[config.mk]
export PLATFORM = sky130hd
export DESIGN_NAME = rob_commit_scheduler
export DESIGN_NICKNAME = d
export VERILOG_FILES = /design/src/rtl/rob_commit_scheduler.sv
export SDC_FILE = /design/constraint.sdc
export NUM_CORES = 1
export LEC_CHECK = 0
export CORE_MARGIN = 2
export CORE_UTILIZATION = 60
export CTS_BUF_LIST = sky130_fd_sc_hd__clkbuf_16
export DETAILED_ROUTE_END_ITERATION = 12
export PLACE_DENSITY = 0.8
export RECOVER_POWER = 50
export SLEW_MARGIN = 20
export SYNTH_ARGS = -nofsm -noshare
export SYNTH_HDL_FRONTEND = slang
export SYNTH_SLANG_ARGS = --single-unit
[constraint.sdc]
create_clock -name clk -period 16.7 [get_ports clk]
set_input_delay 2.505 -clock clk [delete_from_list [all_inputs] [get_ports clk]]
set_output_delay 2.505 -clock clk [all_outputs]
set_load 0.1 [all_outputs]
[src/rtl/rob_commit_scheduler.sv]
// In-order retirement scheduler: allocates owner tags, records result-bus completions and
// retires up to COMMIT_W oldest contiguous completed entries per cycle onto the register-file port.
module rob_commit_scheduler #(
  parameter int DEPTH    = 16,
  parameter int TAG_W    = 4,
  parameter int REG_W    = 4,
  parameter int DATA_W   = 16,
  parameter int COMMIT_W = 4
) (
  input  logic                         clk,
  input  logic                         rst,
  input  logic                         flush,
  input  logic                         alloc_valid,
  input  logic [REG_W-1:0]             alloc_target_reg,
  output logic                         alloc_ready,
  output logic [TAG_W-1:0]             alloc_tag,
  input  logic                         cdb_valid,
  input  logic [TAG_W-1:0]             cdb_tag,
  input  logic [DATA_W-1:0]            cdb_data,
  output logic [COMMIT_W-1:0]          retirement_write_data_enable_flat,
  output logic [COMMIT_W*REG_W-1:0]    retirement_target_reg_flat,
  output logic [COMMIT_W*DATA_W-1:0]   retirement_write_data_flat,
  output logic [COMMIT_W*TAG_W-1:0]    instruction_writer_flat,
  output logic                         rob_empty
);

  localparam int CNT_W = TAG_W + 1;
  localparam int K_W   = $clog2(COMMIT_W + 1);

  logic [DEPTH-1:0]  valid_q;
  logic [DEPTH-1:0]  done_q;
  logic [REG_W-1:0]  target_q [DEPTH];
  logic [DATA_W-1:0] data_q   [DEPTH];
  logic [TAG_W-1:0]  head_q;
  logic [TAG_W-1:0]  tail_q;
  logic [CNT_W-1:0]  count_q;

  logic              alloc_fire;
  logic              cdb_fire;
  logic [K_W-1:0]    commit_k;
  logic [DEPTH-1:0]  commit_sel;
  logic [COMMIT_W-1:0] slot_take;
  logic [TAG_W-1:0]  slot_idx [COMMIT_W];

  // Allocation handshake and status come straight from the current state, so a slot
  // freed by this cycle's commit only becomes allocatable next cycle.
  assign alloc_ready = (count_q < CNT_W'(DEPTH));
  assign alloc_tag   = tail_q;
  assign rob_empty   = (count_q == '0);
  assign alloc_fire  = alloc_valid && alloc_ready;
  assign cdb_fire    = cdb_valid && valid_q[cdb_tag];

  // Commit selection: contiguous run of valid&&done entries starting at head, capped at COMMIT_W.
  always_comb begin : commit_select
    logic run;
    // NOTE: every combinational output gets a default first so no path can infer a latch.
    run        = 1'b1;
    commit_k   = '0;
    commit_sel = '0;
    slot_take  = '0;
    for (int j = 0; j < COMMIT_W; j++) begin
      slot_idx[j] = head_q + TAG_W'(j);
      if (run && valid_q[slot_idx[j]] && done_q[slot_idx[j]]) begin
        commit_k                = commit_k + 1'b1;
        commit_sel[slot_idx[j]] = 1'b1;
        slot_take[j]            = 1'b1;
      end else begin
        run = 1'b0;
      end
    end
  end

  // NOTE: sequential state is updated with non-blocking assignments only, so every
  // process sees start-of-cycle values regardless of evaluation order.
  always_ff @(posedge clk or posedge rst) begin
    if (rst) begin
      head_q  <= '0;
      tail_q  <= '0;
      count_q <= '0;
    end else if (flush) begin
      head_q  <= '0;
      tail_q  <= '0;
      count_q <= '0;
    end else begin
      head_q  <= head_q + TAG_W'(commit_k);
      tail_q  <= tail_q + TAG_W'(alloc_fire);
      count_q <= count_q + CNT_W'(alloc_fire) - CNT_W'(commit_k);
    end
  end

  // Per-entry flags. A committing entry is never the allocation target (tail is invalid
  // unless full, and allocation is blocked when full), so the ordering below is safe.
  always_ff @(posedge clk or posedge rst) begin
    if (rst) begin
      valid_q <= '0;
      done_q  <= '0;
    end else if (flush) begin
      valid_q <= '0;
      done_q  <= '0;
    end else begin
      for (int i = 0; i < DEPTH; i++) begin
        if (commit_sel[i]) begin
          valid_q[i] <= 1'b0;
          done_q[i]  <= 1'b0;
        end
        if (alloc_fire && (tail_q == TAG_W'(i))) begin
          valid_q[i] <= 1'b1;
          done_q[i]  <= 1'b0;
        end
        if (cdb_fire && !commit_sel[i] && (cdb_tag == TAG_W'(i))) begin
          done_q[i] <= 1'b1;
        end
      end
    end
  end

  // NOTE: the payload storage is deliberately not reset; it is only ever read while the
  // matching valid/done flags are set, and those flags are reset.
  always_ff @(posedge clk) begin
    if (!flush) begin
      if (alloc_fire) begin
        target_q[tail_q] <= alloc_target_reg;
      end
      if (cdb_fire) begin
        data_q[cdb_tag] <= cdb_data;
      end
    end
  end

  // Registered retirement port: slot 0 (oldest) sits in the most significant field.
  always_ff @(posedge clk or posedge rst) begin
    if (rst) begin
      retirement_write_data_enable_flat <= '0;
      retirement_target_reg_flat        <= '0;
      retirement_write_data_flat        <= '0;
      instruction_writer_flat           <= '0;
    end else if (flush) begin
      retirement_write_data_enable_flat <= '0;
      retirement_target_reg_flat        <= '0;
      retirement_write_data_flat        <= '0;
      instruction_writer_flat           <= '0;
    end else begin
      for (int j = 0; j < COMMIT_W; j++) begin
        retirement_write_data_enable_flat[COMMIT_W-1-j] <= slot_take[j];
        retirement_target_reg_flat[(COMMIT_W-1-j)*REG_W +: REG_W] <=
          slot_take[j] ? target_q[slot_idx[j]] : '0;
        retirement_write_data_flat[(COMMIT_W-1-j)*DATA_W +: DATA_W] <=
          slot_take[j] ? data_q[slot_idx[j]] : '0;
        instruction_writer_flat[(COMMIT_W-1-j)*TAG_W +: TAG_W] <=
          slot_take[j] ? slot_idx[j] : '0;
      end
    end
  end

endmodule
Yosys cells after proc, flatten, opt, wreduce, memory -nomap -nowiden
Memory sizes are Yosys's and may differ from the RTL's.
Index checks and enable logic that the tools add are counted.
Word-level totals
  memory bits (writable): 320
  memories: 2
  register bits: 145
  word-level logic and storage cells: 337
Cells by class
  $add $sub $neg: 10
  eq/ne operators: 30
  magnitude comparators: 10
  multiplexer cells: 131
  bitwise logic cells: 3
  reduce and logical (&&, ||, !) cells: 112
Memory list
  data_q: words 16, bits a word 16, read ports 4, clocked after memory_dff 0, write ports 1, line 33  | logic [DATA_W-1:0] data_q [DEPTH];
  target_q: words 16, bits a word 4, read ports 4, clocked after memory_dff 0, write ports 1, line 32  | logic [REG_W-1:0] target_q [DEPTH];
Operators by type and width (number)
  2-to-1 mux 16 bit: 12
  2-to-1 mux 1 bit: 90
  equality test 4 bit (second input constant): 16
  2-to-1 mux 64 bit: 1
  nonzero test 4 bit: 16
  logical AND 1 bit: 61
  OR 16 bit: 3
  nonzero test 3 bit: 16
  2-to-1 mux 4 bit: 11
  binary-select mux 1 bit (select 4 bit): 9
  equality test 4 x 3 -> 1 bit (second input constant): 8
  less-than comparator 4 x 5 -> 1 bit (second input constant): 5
  demux 1 bit (select 4 bit): 4
  equality test 4 x 2 -> 1 bit (second input constant): 4
  >= comparator 4 x 1 -> 1 bit (second input constant): 4
  zero test 1 bit: 16
  adder 4 x 2 -> 4 bit (second input constant): 2
  equality test 4 x 1 -> 1 bit (second input constant): 2
  zero test 4 bit: 2
  adder 3 x 1 -> 3 bit (second input constant): 2
  2-to-1 mux 3 bit: 2
  adder 5 x 1 -> 5 bit: 1
  zero test 5 bit: 1
  less-than comparator 5 bit (second input constant): 1
  other kinds (7): 7

Logic depth before layout (Yosys ltp)
Gate-level depths: netlist of run 1.
  depth in word-level cells: 18
  mapped depth: 28
  depth with buffers taken out: 21

Least setup slack after synthesis of run 1
No wires, ideal clock.
  path type: register to register
  start: register head_q[0]
  end: register count_q[4]
  path slack: 10946 ps
  library setup time: 132 ps
  arrival: 5622 ps
  stages on the path, launching flop included: 28
  clock period less this slack: 5754 ps
  data required time: 16568 ps
  cell sequence: dfrtp_1 -> buf_6 -> buf_8 -> inv_4 -> buf_1 -> ha_1 -> buf_2 -> mux4_2 -> and3_1 -> a2111oi_4 -> and3_1 -> buf_2 -> ha_1 -> inv_1 -> a31o_2 -> nor3_2 -> buf_4 -> xor2_1 -> ha_1 -> o21ai_0 -> xor2_1 -> nand2b_1 -> ha_1 -> ha_1 -> a21o_1 -> a21oi_1 -> xnor2_1 -> nor2_1
Between the ends
  cells in the longest elaborated chain, start to end: 15
Ends and longest elaborated chain
  start, declared: line 34  | logic [TAG_W-1:0] head_q;
  start signal, assigned: line 85  | head_q <= head_q + TAG_W'(commit_k);
  branches (longest 12 deep; another with adder 4 x 1 -> 4 bit)
  2-to-1 mux 3 bit *: line 63  | if (run && valid_q[slot_idx[j]] && done_q[slot_idx[j]]) begin
  subtractor 5 x 3 -> 5 bit *: line 87  | count_q <= count_q + CNT_W'(alloc_fire) - CNT_W'(commit_k);
  2-to-1 mux 5 bit *: line 80  | end else if (flush) begin
  end signal, assigned: line 87
  end, declared: line 36  | logic [CNT_W-1:0] count_q;
Every way passes the cells marked *. The select of a mux whose other input is x is not followed.
A chain may end at the register's enable or synchronous reset.

Final worst setup path of run 1
Same ends and word-level chain as after synthesis.

==> impl_metrics.json, run 1 <==
{
  "power_frac_clock_pct": 44.0,
  "groute.usage.overall_pct": 33.7,
  "drive_above_1_share_pct": 34.8,
  "synth_edf_count": 320,
  "drv_cap": 5,
  "vias_per_cell": 7.71,
  "endpoint_kind": "flop",
  "leakagePower_uw": 0.0100,
  "final.min_clock_period_ps": 11060,
  "power.switching_uw": 573,
  "drt_iter0_drc": 2547,
  "synth.cell_area_sq_um": 26500,
  "fin_nets": 1664,
  "cts_buffers": 50,
  "crit-reg2reg-launch": "head_q[0]$_DFF_PP0_",
  "min_from": "valid_q[12]$_DFFE_PP0P_",
  "synth-main-ff-cell": "edfxtp_1",
  "synth_compound_area_share_pct": 3.58,
  "p_per_area_nw_per_um2": 83.1,
  "die_h_microns": 214,
  "dr.pass1.iters": 6,
  "synth-seq-area-share_pct": 49.9,
  "grt_pass1_vias": 17398,
  "route.met2.wl_mm": 36.0,
  "synthSimpleGateAreaFrac_pct": 5.73,
  "worst_pin_slew_ps": 4470,
  "cts_max_level": 2,
  "timing.slew.headroom_pct": -200,
  "final_max_slew_viol_count": 269,
  "p_int_uw": 1920,
  "rows": 77,
  "synth_mux_area_share_pct": 35.9,
  "post-dp-hpwl_mm": 45.8,
  "synth_cell_types": 77,
  "finalCritPeriodShare_pct": 66.2,
  "vias": 17335,
  "synth_seq_cells": 465,
  "fin_tns_setup_ps": 0,
  "violations": "capacitance limit, slew limit",
  "die_area_sq_um": 45900,
  "yosys_warnings": 0,
  "synth_cells": 1525,
  "port_buffers": 134,
  "netlist.area_leader.share_pct": 36.2,
  "cts_tree": "done",
  "routed_wirelength_mm": 76.2,
  "drc_errors": 0,
  "cts_hold_buf": 0,
  "synth_top_area_cell": "edfxtp_1",
  "wire_per_inst_microns": 33.9,
  "grt_pass1_wl_mm": 113,
  "cts-root-buf": "clkbuf_16",
  "setup_viol": 0,
  "status": "complete, but fails checks",
  "initial_core_util_pct": 60.4,
  "gp_congestion": 1.00,
  "yosysMostFrequentCell": "mux4_2",
  "max_freq_mhz": 90.4,
  "clockBufferDepth": 3,
  "seq_power_share_pct": 50.4,
  "core_area_sq_um": 43900,
  "skew_ps": 18.3,
  "pwr-share-comb_pct": 5.6,
  "hold_class": "flop to flop",
  "antenna_left": 0,
  "fin_total_pwr_uw": 2490,
  "synth.avg_cell_area_sq_um": 17.4,
  "synth_nets": 1578,
  "clk_latency_ps": 620,
  "synth_top_family_by_area": "multiplexers",
  "synth_common_cells": "411 x mux4_2, 320 x edfxtp_1, 145 x dfrtp_1, 71 x nor2_1, 51 x clkbuf_1",
  "clkSinkCount": 465,
  "synth_xor_area_share_pct": 0.622,
  "timing_hold_violations_final": 0,
  "clkTransAtPathRegs_ps": 60,
  "cp.arrival_ps": 11460,
  "switching_share_pct": 23.0,
  "crit_path_max_fanout": 55,
  "postCtsSetupBuffers": 0,
  "dr.max_layer_used": "met5",
  "gr-total-overflow": 0,
  "wl_met1_mm": 26.3,
  "synth_area_leaders": "edfxtp_1 36%, mux4_2 35%, dfrtp_1 14%",
  "synthAdderAreaFrac_pct": 1.19,
  "cp.required_ps": 17100,
  "antenna_found_initial": 5,
  "ir_drop_mv": 0.0686,
  "cts_resized": 0,
  "path_class": "flop to flop",
  "area_delta_synth_final_pct": 13.1,
  "met3_length_mm": 10.4,
  "die_w_microns": 214,
  "synthArstFlopShare_pct": 31.2,
  "grt_max_degree": 95,
  "rsz0062_at_grt": "no",
  "worstSetupStartpointType": "flop",
  "ios": 135,
  "setup.worst_path.start": "head_q[0]$_DFF_PP0_"
}
==> final cells by class <==
cell class | count | area (sq um)
clock buffer | 51 | 1280
inverter | 31 | 120
antenna | 3 | 7.51
sequential | 465 | 13200
multi-input combinational | 893 | 12700
tap | 592 | 741
clock inverter | 43 | 333
timing repair buffer | 170 | 1640
fill | 2787 | 13900
==> logic make-up after synthesis <==
logic type               count (synthesis)
flip-flops                             465
XOR/XNOR                                18
buffers and inverters                  167
AND/OR/NAND/NOR                        289
AO/OA/AOI/OAI                          125
adder cells (fa/ha/maj)                 24
multiplexers                           437
==> routing by layer <==
| layer | global-route usage (%) | vias up |
|---|---|---|
| met5 | 0 | - |
| met4 | 14.0 | 4 |
| met3 | 9.05 | 261 |
| met2 | 51.9 | 1565 |
| met1 | 46.4 | 8913 |
| li1 | - | 6592 |
==> through the flow <==
step,setup WS [ps],hold WS [ps],instances,instance area [sq um],utilization (%)
3_3_place_gp,9080,545,2149,28400,64.6
6_report,5640,566,2248,30000,68.3
4_1_cts,8800,561,2243,30000,68.2
2_1_floorplan,10300,484,1525,26500,-
3_5_place_dp,8840,546,2149,28400,64.6
5_1_grt,4650,589,2247,30000,68.3
==> sequential cells by signal (all words and copies together), names as in the netlist <==
register / count
data_q: 256
retirement_write_data_flat: 64
target_q: 64
done_q: 16
instruction_writer_flat: 16
retirement_target_reg_flat: 16
valid_q: 16
count_q: 5
alloc_tag: 4
head_q: 4
retirement_write_data_enable_flat: 4
==> power groups by stage <==
| stage | clock network, uW | registers, uW | logic [uW] |
|---|---|---|---|
| 2_1_floorplan | 0 | 1280 | 84.1 |
| 3_3_place_gp | 0 | 1280 | 134 |
| 3_5_place_dp | 0 | 1280 | 138 |
| 4_1_cts | 1100 | 1260 | 139 |
| 5_1_grt | 1150 | 1260 | 149 |
| 6_report | 1100 | 1260 | 140 |
==> worst paths after layout <==
kind,depth (start not counted),slack [ps],to
worst min-delay path,1,570,valid_q[12]$_DFFE_PP0P_
max in group asynchronous,3,8680,head_q[1]$_DFF_PP0_
worst min register to register,1,570,valid_q[12]$_DFFE_PP0P_
worst max-delay path,23,5640,count_q[4]$_DFF_PP0_
min in group asynchronous,2,3700,retirement_write_data_flat[15]$_DFF_PP0_
worst max register to register,23,5640,count_q[4]$_DFF_PP0_
==> worst max-delay path, cell delays in order (launching register included) <==
cell,delay (ps)
dfrtp_1,1240
clkbuf_1,2670
inv_4,650
ha_4,1120
mux4_2,580
and3_1,240
a2111oi_4,460
and3_1,220
buf_4,360
ha_1,290
inv_1,60
a31o_2,230
nor3_2,650
xor2_1,200
ha_1,160
o21ai_0,110
xor2_1,190
nand2b_1,170
ha_1,310
ha_1,320
a21o_1,170
a21oi_1,170
xnor2_1,140
nor2_1,60
==> cell usage in the layout (no fill, tap or decap), drive strengths merged, types with 4 or more instances in the layout <==
cell and count:
nand3 18, mux2 13, a21o 9, a31oi 5, edfxtp 320, a21oi 12
o21a 6, a31o 7, ha 22, o21ai 23, o31ai 10, and2 49
clkdlybuf4s50 111, inv 46, and3 47, nand2 42, dfrtp 145, xnor2 8
mux2i 13, bufinv 5, o22ai 7, xor2 10, nand2b 10, clkbuf 55
nand4 6, nor2 72, a211oi 9, nor2b 7, nor4 4, a22o 5
a221oi 7, clkinv 20, dlygate4sd3 22, buf 33, or2 6, mux4 411
nor3 17
Note: power is estimated with default switching activity, not from simulation.
==> run 2, diff against run 1 <==
- CORE_UTILIZATION: 60 -> 55
- PLACE_DENSITY: 0.8 -> 0.77
- clock period: 16.7 -> 10 ns (I/O delays scaled with it)
==> run 2 against run 1 <==
  * The run still ends with capacitance limit, slew limit left
  * Clock skew grew 28 ps
  * Via count decreased by 1.4%
  * Critical path depth is 1 lower
  * Clock-buffer cell count is 2 higher
  * Critical path type unchanged
  * Highest routed layer unchanged
==> impl_metrics.json, run 2 (synthesized netlist as in run 1, its figures left out) <==
{
  "reg2reg_slack_ps": 2680,
  "clockBufferDepth": 3,
  "grt_pass1_vias": 17074,
  "path_cells": "buf_4 -> buf_6 -> mux4_2 -> a22oi_1 -> a31o_2 -> a2111oi_4 -> and3_1 -> ha_1 -> inv_1 -> a31o_2 -> nor3_2 -> xor2_1 -> ha_1 -> o21ai_0 -> xor2_1 -> nand2b_1 -> ha_1 -> ha_1 -> a21o_1 -> a21oi_1 -> xnor2_1 -> nor2_1",
  "placedCellCount": 2174,
  "cpLargestDelayFamily": "buffers and inverters",
  "design_area_sq_um": 30200,
  "registers.top_by_ff_count": "data_q",
  "drt_iter0_drc": 2760,
  "grt_pass1_wl_mm": 113,
  "p_per_area_nw_per_um2": 141,
  "die_h_microns": 224,
  "status": "complete, but fails checks",
  "multi_input_area_sq_um": 12700,
  "nFillCells": 3289,
  "cts-root-buf": "clkbuf_16",
  "hold_class": "flop to flop",
  "groute.usage.overall_pct": 30.8,
  "port_buffers": 134,
  "ff2ff_path_depth": 22,
  "antenna_found_initial": 2,
  "area_delta_synth_final_pct": 13.6,
  "cp.arrival_ps": 7710,
  "worstSetupStartpointType": "flop",
  "clkSinkCount": 465,
  "final.min_clock_period_ps": 7320,
  "postCtsSetupBuffers": 0,
  "worst_pin_slew_ps": 3440,
  "setup_viol": 0,
  "vias_per_cell": 7.53,
  "layout_common_cells": "411 x mux4_2, 320 x edfxtp_1, 142 x dfrtp_1",
  "core_area_sq_um": 47600,
  "gp_congestion": 0.983,
  "power_frac_clock_pct": 45.4,
  "crit-reg2reg-launch": "head_q[0]$_DFF_PP0_",
  "fin_tns_setup_ps": 0,
  "skew_ps": 46.3,
  "timing.slew.headroom_pct": -131,
  "ios": 135,
  "endpoint_kind": "flop",
  "dr.pass1.iters": 6,
  "setup.worst_path.start": "head_q[0]$_DFF_PP0_",
  "routed_wirelength_mm": 75.2,
  "die_area_sq_um": 50000,
  "r2r_end": "count_q[4]$_DFF_PP0_",
  "final_max_slew_viol_count": 151,
  "post-dp-hpwl_mm": 47.3,
  "path_class": "flop to flop",
  "initial_core_util_pct": 55.7,
  "max_freq_mhz": 137,
  "fin_nets": 1664,
  "cts_hold_buf": 0,
  "cts_max_level": 2,
  "cp.depth": 22,
  "hold-worst-slack_ps": 550,
  "cts_tree": "done",
  "pwr-share-comb_pct": 5.4,
  "cts_buffers": 50,
  "timing_hold_violations_final": 0,
  "wire_per_inst_microns": 33.1,
  "reg_top3": "data_q x256, retirement_write_data_flat x64, target_q x64",
  "rsz0062_at_grt": "no",
  "clk_latency_ps": 620,
  "antenna_left": 0,
  "ir_drop_mv": 0.136,
  "switching_share_pct": 23.0,
  "drv_cap": 3,
  "violations": "capacitance limit, slew limit",
  "grt_max_degree": 111,
  "critPathBufInv": 3,
  "dpl_cell_area_sq_um": 28400,
  "clkTransAtPathRegs_ps": 60,
  "layoutNonFillerInstCount": 2270,
  "crit_path_max_fanout": 67,
  "leakagePower_uw": 0.0100,
  "critical-path-slowest-cell": "buf_4",
  "cpMostUsedCell": "ha_1",
  "cp.required_ps": 10390,
  "drc_errors": 0,
  "drive_above_1_share_pct": 35.7,
  "vias": 17097,
  "seqCellArea_sq_um": 13200,
  "p_int_uw": 3280,
  "rows": 80,
  "cts_resized": 0,
  "die_w_microns": 224,
  "gr-total-overflow": 0,
  "critPathCapture": "count_q[4]$_DFF_PP0_",
  "power.switching_uw": 982,
  "largest_reg_flops": 256,
  "final_common_cell": "mux4_2",
  "slowest_delay_ps": 890,
  "finalCritPeriodShare_pct": 73.2,
  "seq_power_share_pct": 49.2
}
-- run 2: cell count changes in the layout (fill, tap and decap cells not counted), moves of 3 or more --
cell | before | now
clkinv_4 | 0 | 3
and2_1 | 35 | 48
and2_0 | 13 | 0
buf_4 | 28 | 31
inv_1 | 38 | 27
clkinvlp_4 | 2 | 5
-- run 2: layout make-up --
cell class | instances | share of cell area [%]
diodes | 2 | 0.0166
clock buffers | 53 | 4.40
clock inverters | 41 | 1.37
inverters | 31 | 0.398
multi-input cells | 893 | 42.0
flip-flops and latches | 465 | 43.9
well taps | 615 | 2.55
repair buffers | 170 | 5.37
-- run 2: per-stage QoR --
stage                     util (%)  worst slack [ps]  power [uW]
after global placement        59.6              2700        2360
final                         63.3              2680        4260
after floorplan                  -              4250        2280
after global routing          63.3              2060        4370
after detailed placement      59.6              2530        2360
after CTS                     63.3              2460        4280
-- run 2: metal layers --
| layer | routed length, microns | vias up | global-route usage, % |
|---|---|---|---|
| li1 | - | 6603 | - |
| met5 | 28 | - | 0 |
| met1 | 27000 | 9002 | 42.8 |
| met3 | 9050 | 215 | 6.96 |
| met2 | 36100 | 1273 | 48.4 |
| met4 | 3000 | 4 | 11.8 |
-- run 2: worst min-delay path by stage --
stage / start / end / slack [ps] / cells after the start
6_report: valid_q[12]$_DFFE_PP0P_ / valid_q[12]$_DFFE_PP0P_ / 550 / 1
5_1_grt: valid_q[12]$_DFFE_PP0P_ / valid_q[12]$_DFFE_PP0P_ / 560 / 1
4_1_cts: valid_q[12]$_DFFE_PP0P_ / valid_q[12]$_DFFE_PP0P_ / 540 / 1
2_1_floorplan: valid_q[5]$_DFFE_PP0P_ / valid_q[5]$_DFFE_PP0P_ / 480 / 1
3_5_place_dp: valid_q[12]$_DFFE_PP0P_ / valid_q[12]$_DFFE_PP0P_ / 520 / 1
3_3_place_gp: valid_q[12]$_DFFE_PP0P_ / valid_q[12]$_DFFE_PP0P_ / 520 / 1
-- run 2: power by group through the flow --
stage               logic [uW]  registers [uW]  clock network (uW)
floorplan                  140            2140                   0
global route               248            2100                2020
global placement           226            2130                   0
CTS                        232            2100                1950
finish                     230            2100                1940
detailed placement         230            2130                   0
==> run 3, diff against run 2 <==
- CORE_UTILIZATION: 55 -> 60
- PLACE_DENSITY: 0.77 -> 0.8
- clock period: 10 -> 7.4 ns (I/O delays scaled with it)
==> run 3 against run 2 <==
  * The run still ends with capacitance limit, slew limit left
  * First-iteration DRC count is 6.1% lower
  * Combinational power is 37% higher
  * Setup slack worse by 1800 ps
  * Flip-flop and latch count stayed put
  * Non-clock buffer count is 2 higher
==> impl_metrics.json, run 3 (synthesized netlist as in run 1, its figures left out) <==
{
  "area_delta_synth_final_pct": 13.3,
  "fin_nets": 1665,
  "critical-path-slowest-cell": "dfrtp_4",
  "drc_errors": 0,
  "clkSinkCount": 465,
  "drt_iter0_drc": 2593,
  "die_area_sq_um": 45900,
  "gp_congestion": 1.01,
  "antenna_left": 0,
  "status": "complete, but fails checks",
  "drive_above_1_share_pct": 35.6,
  "final_common_cell": "mux4_2",
  "endpoint_kind": "flop",
  "grt_max_degree": 153,
  "cts_hold_buf": 0,
  "layout_common_cells": "411 x mux4_2, 320 x edfxtp_1, 142 x dfrtp_1",
  "dr.pass1.iters": 6,
  "registers.top_by_ff_count": "data_q",
  "clkTransAtPathRegs_ps": 60,
  "vias_per_cell": 7.72,
  "cts_tree": "done",
  "gr-total-overflow": 0,
  "rows": 77,
  "worst_pin_slew_ps": 3180,
  "skew_ps": 17.7,
  "path_class": "flop to flop",
  "core_area_sq_um": 43900,
  "finalCritPeriodShare_pct": 87.8,
  "antenna_found_initial": 4,
  "cp.arrival_ps": 6890,
  "worstSetupStartpointType": "flop",
  "port_buffers": 134,
  "ir_drop_mv": 0.192,
  "grt_pass1_vias": 17181,
  "reg_top3": "data_q x256, retirement_write_data_flat x64, target_q x64",
  "rsz0062_at_grt": "no",
  "crit_path_max_fanout": 43,
  "groute.usage.overall_pct": 34.5,
  "setup.worst_path.start": "head_q[1]$_DFF_PP0_",
  "routed_wirelength_mm": 77.1,
  "min_from": "valid_q[5]$_DFFE_PP0P_",
  "nFillCells": 2846,
  "design_area_sq_um": 30100,
  "leakagePower_uw": 0.0100,
  "final.min_clock_period_ps": 6500,
  "die_h_microns": 214,
  "postCtsSetupBuffers": 0,
  "max_freq_mhz": 154,
  "largest_reg_flops": 256,
  "drv_cap": 4,
  "clockBufferDepth": 3,
  "setup_viol": 0,
  "slowest_delay_ps": 790,
  "cts_max_level": 2,
  "ios": 135,
  "hold-worst-slack_ps": 564,
  "final_max_slew_viol_count": 215,
  "cp.required_ps": 7790,
  "critPathBufInv": 3,
  "die_w_microns": 214,
  "cts-root-buf": "clkbuf_16",
  "path_cells": "inv_2 -> ha_4 -> mux4_2 -> and3_1 -> a2111oi_4 -> and3_1 -> ha_1 -> inv_1 -> a31o_2 -> nor3_2 -> buf_4 -> xor2_1 -> ha_1 -> mux2i_1 -> ha_1 -> ha_1 -> a21o_1 -> a21oi_1 -> xor2_1 -> nor2_1",
  "fin_total_pwr_uw": 5720,
  "hold_class": "flop to flop",
  "vias": 17344,
  "fin_tns_setup_ps": 0,
  "p_per_area_nw_per_um2": 190,
  "grt_pass1_wl_mm": 114,
  "timing.slew.headroom_pct": -113,
  "dpl_cell_area_sq_um": 28400,
  "cpLargestDelayFamily": "adder cells",
  "cpMostUsedCell": "ha_1",
  "timing_hold_violations_final": 0,
  "clk_latency_ps": 620,
  "cts_resized": 0,
  "post-dp-hpwl_mm": 47.0,
  "cts_buffers": 49,
  "crit-reg2reg-launch": "head_q[1]$_DFF_PP0_",
  "violations": "capacitance limit, slew limit",
  "wire_per_inst_microns": 34.3,
  "initial_core_util_pct": 60.4
}
run 3: per-stage QoR:
step / util (%) / setup WS [ps] / instances
detailed placement: 64.6 / 1100 / 2153
CTS: 68.5 / 1050 / 2245
global placement: 64.6 / 1170 / 2153
global route: 68.5 / 537 / 2247
floorplan: - / 1650 / 1525
finish: 68.5 / 903 / 2248
run 3: cell type report:
type	instances	area [sq um]	share of cell area [%]
clock buffers	50	1250	4.16
diodes	3	7.51	0.0250
flip-flops and latches	465	13200	44.0
repair buffers	172	1630	5.41
well taps	592	741	2.46
clock inverters	42	433	1.44
inverters	31	120	0.399
multi-input cells	893	12700	42.1
run 3: layer usage:
metal | GRT usage [%] | routed length [microns] | vias up
li1 | - | - | 6608
met1 | 47.2 | 26900 | 9063
met2 | 52.3 | 36200 | 1448
met3 | 11.6 | 10800 | 225
met4 | 13.5 | 3150 | 0
met5 | 0.417 | 0 | -
run 3: worst paths after layout:
| check | to | slack [ps] | cells past startpoint |
|---|---|---|---|
| min | valid_q[5]$_DFFE_PP0P_ | 560 | 1 |
| min in group asynchronous | retirement_target_reg_flat[15]$_DFF_PP0_ | 1850 | 2 |
| max | count_q[3]$_DFF_PP0_ | 900 | 20 |
| max in group asynchronous | head_q[0]$_DFF_PP0_ | 2350 | 3 |
| min reg2reg | valid_q[5]$_DFFE_PP0P_ | 560 | 1 |
| max reg2reg | count_q[3]$_DFF_PP0_ | 900 | 20 |
run 3: where the power goes:
group | leakage, uW | internal (uW) | switching [uW]
clock | 0.000855 | 1510 | 1060
sequential | 0.00489 | 2810 | 26.0
combinational | 0.00430 | 101 | 214
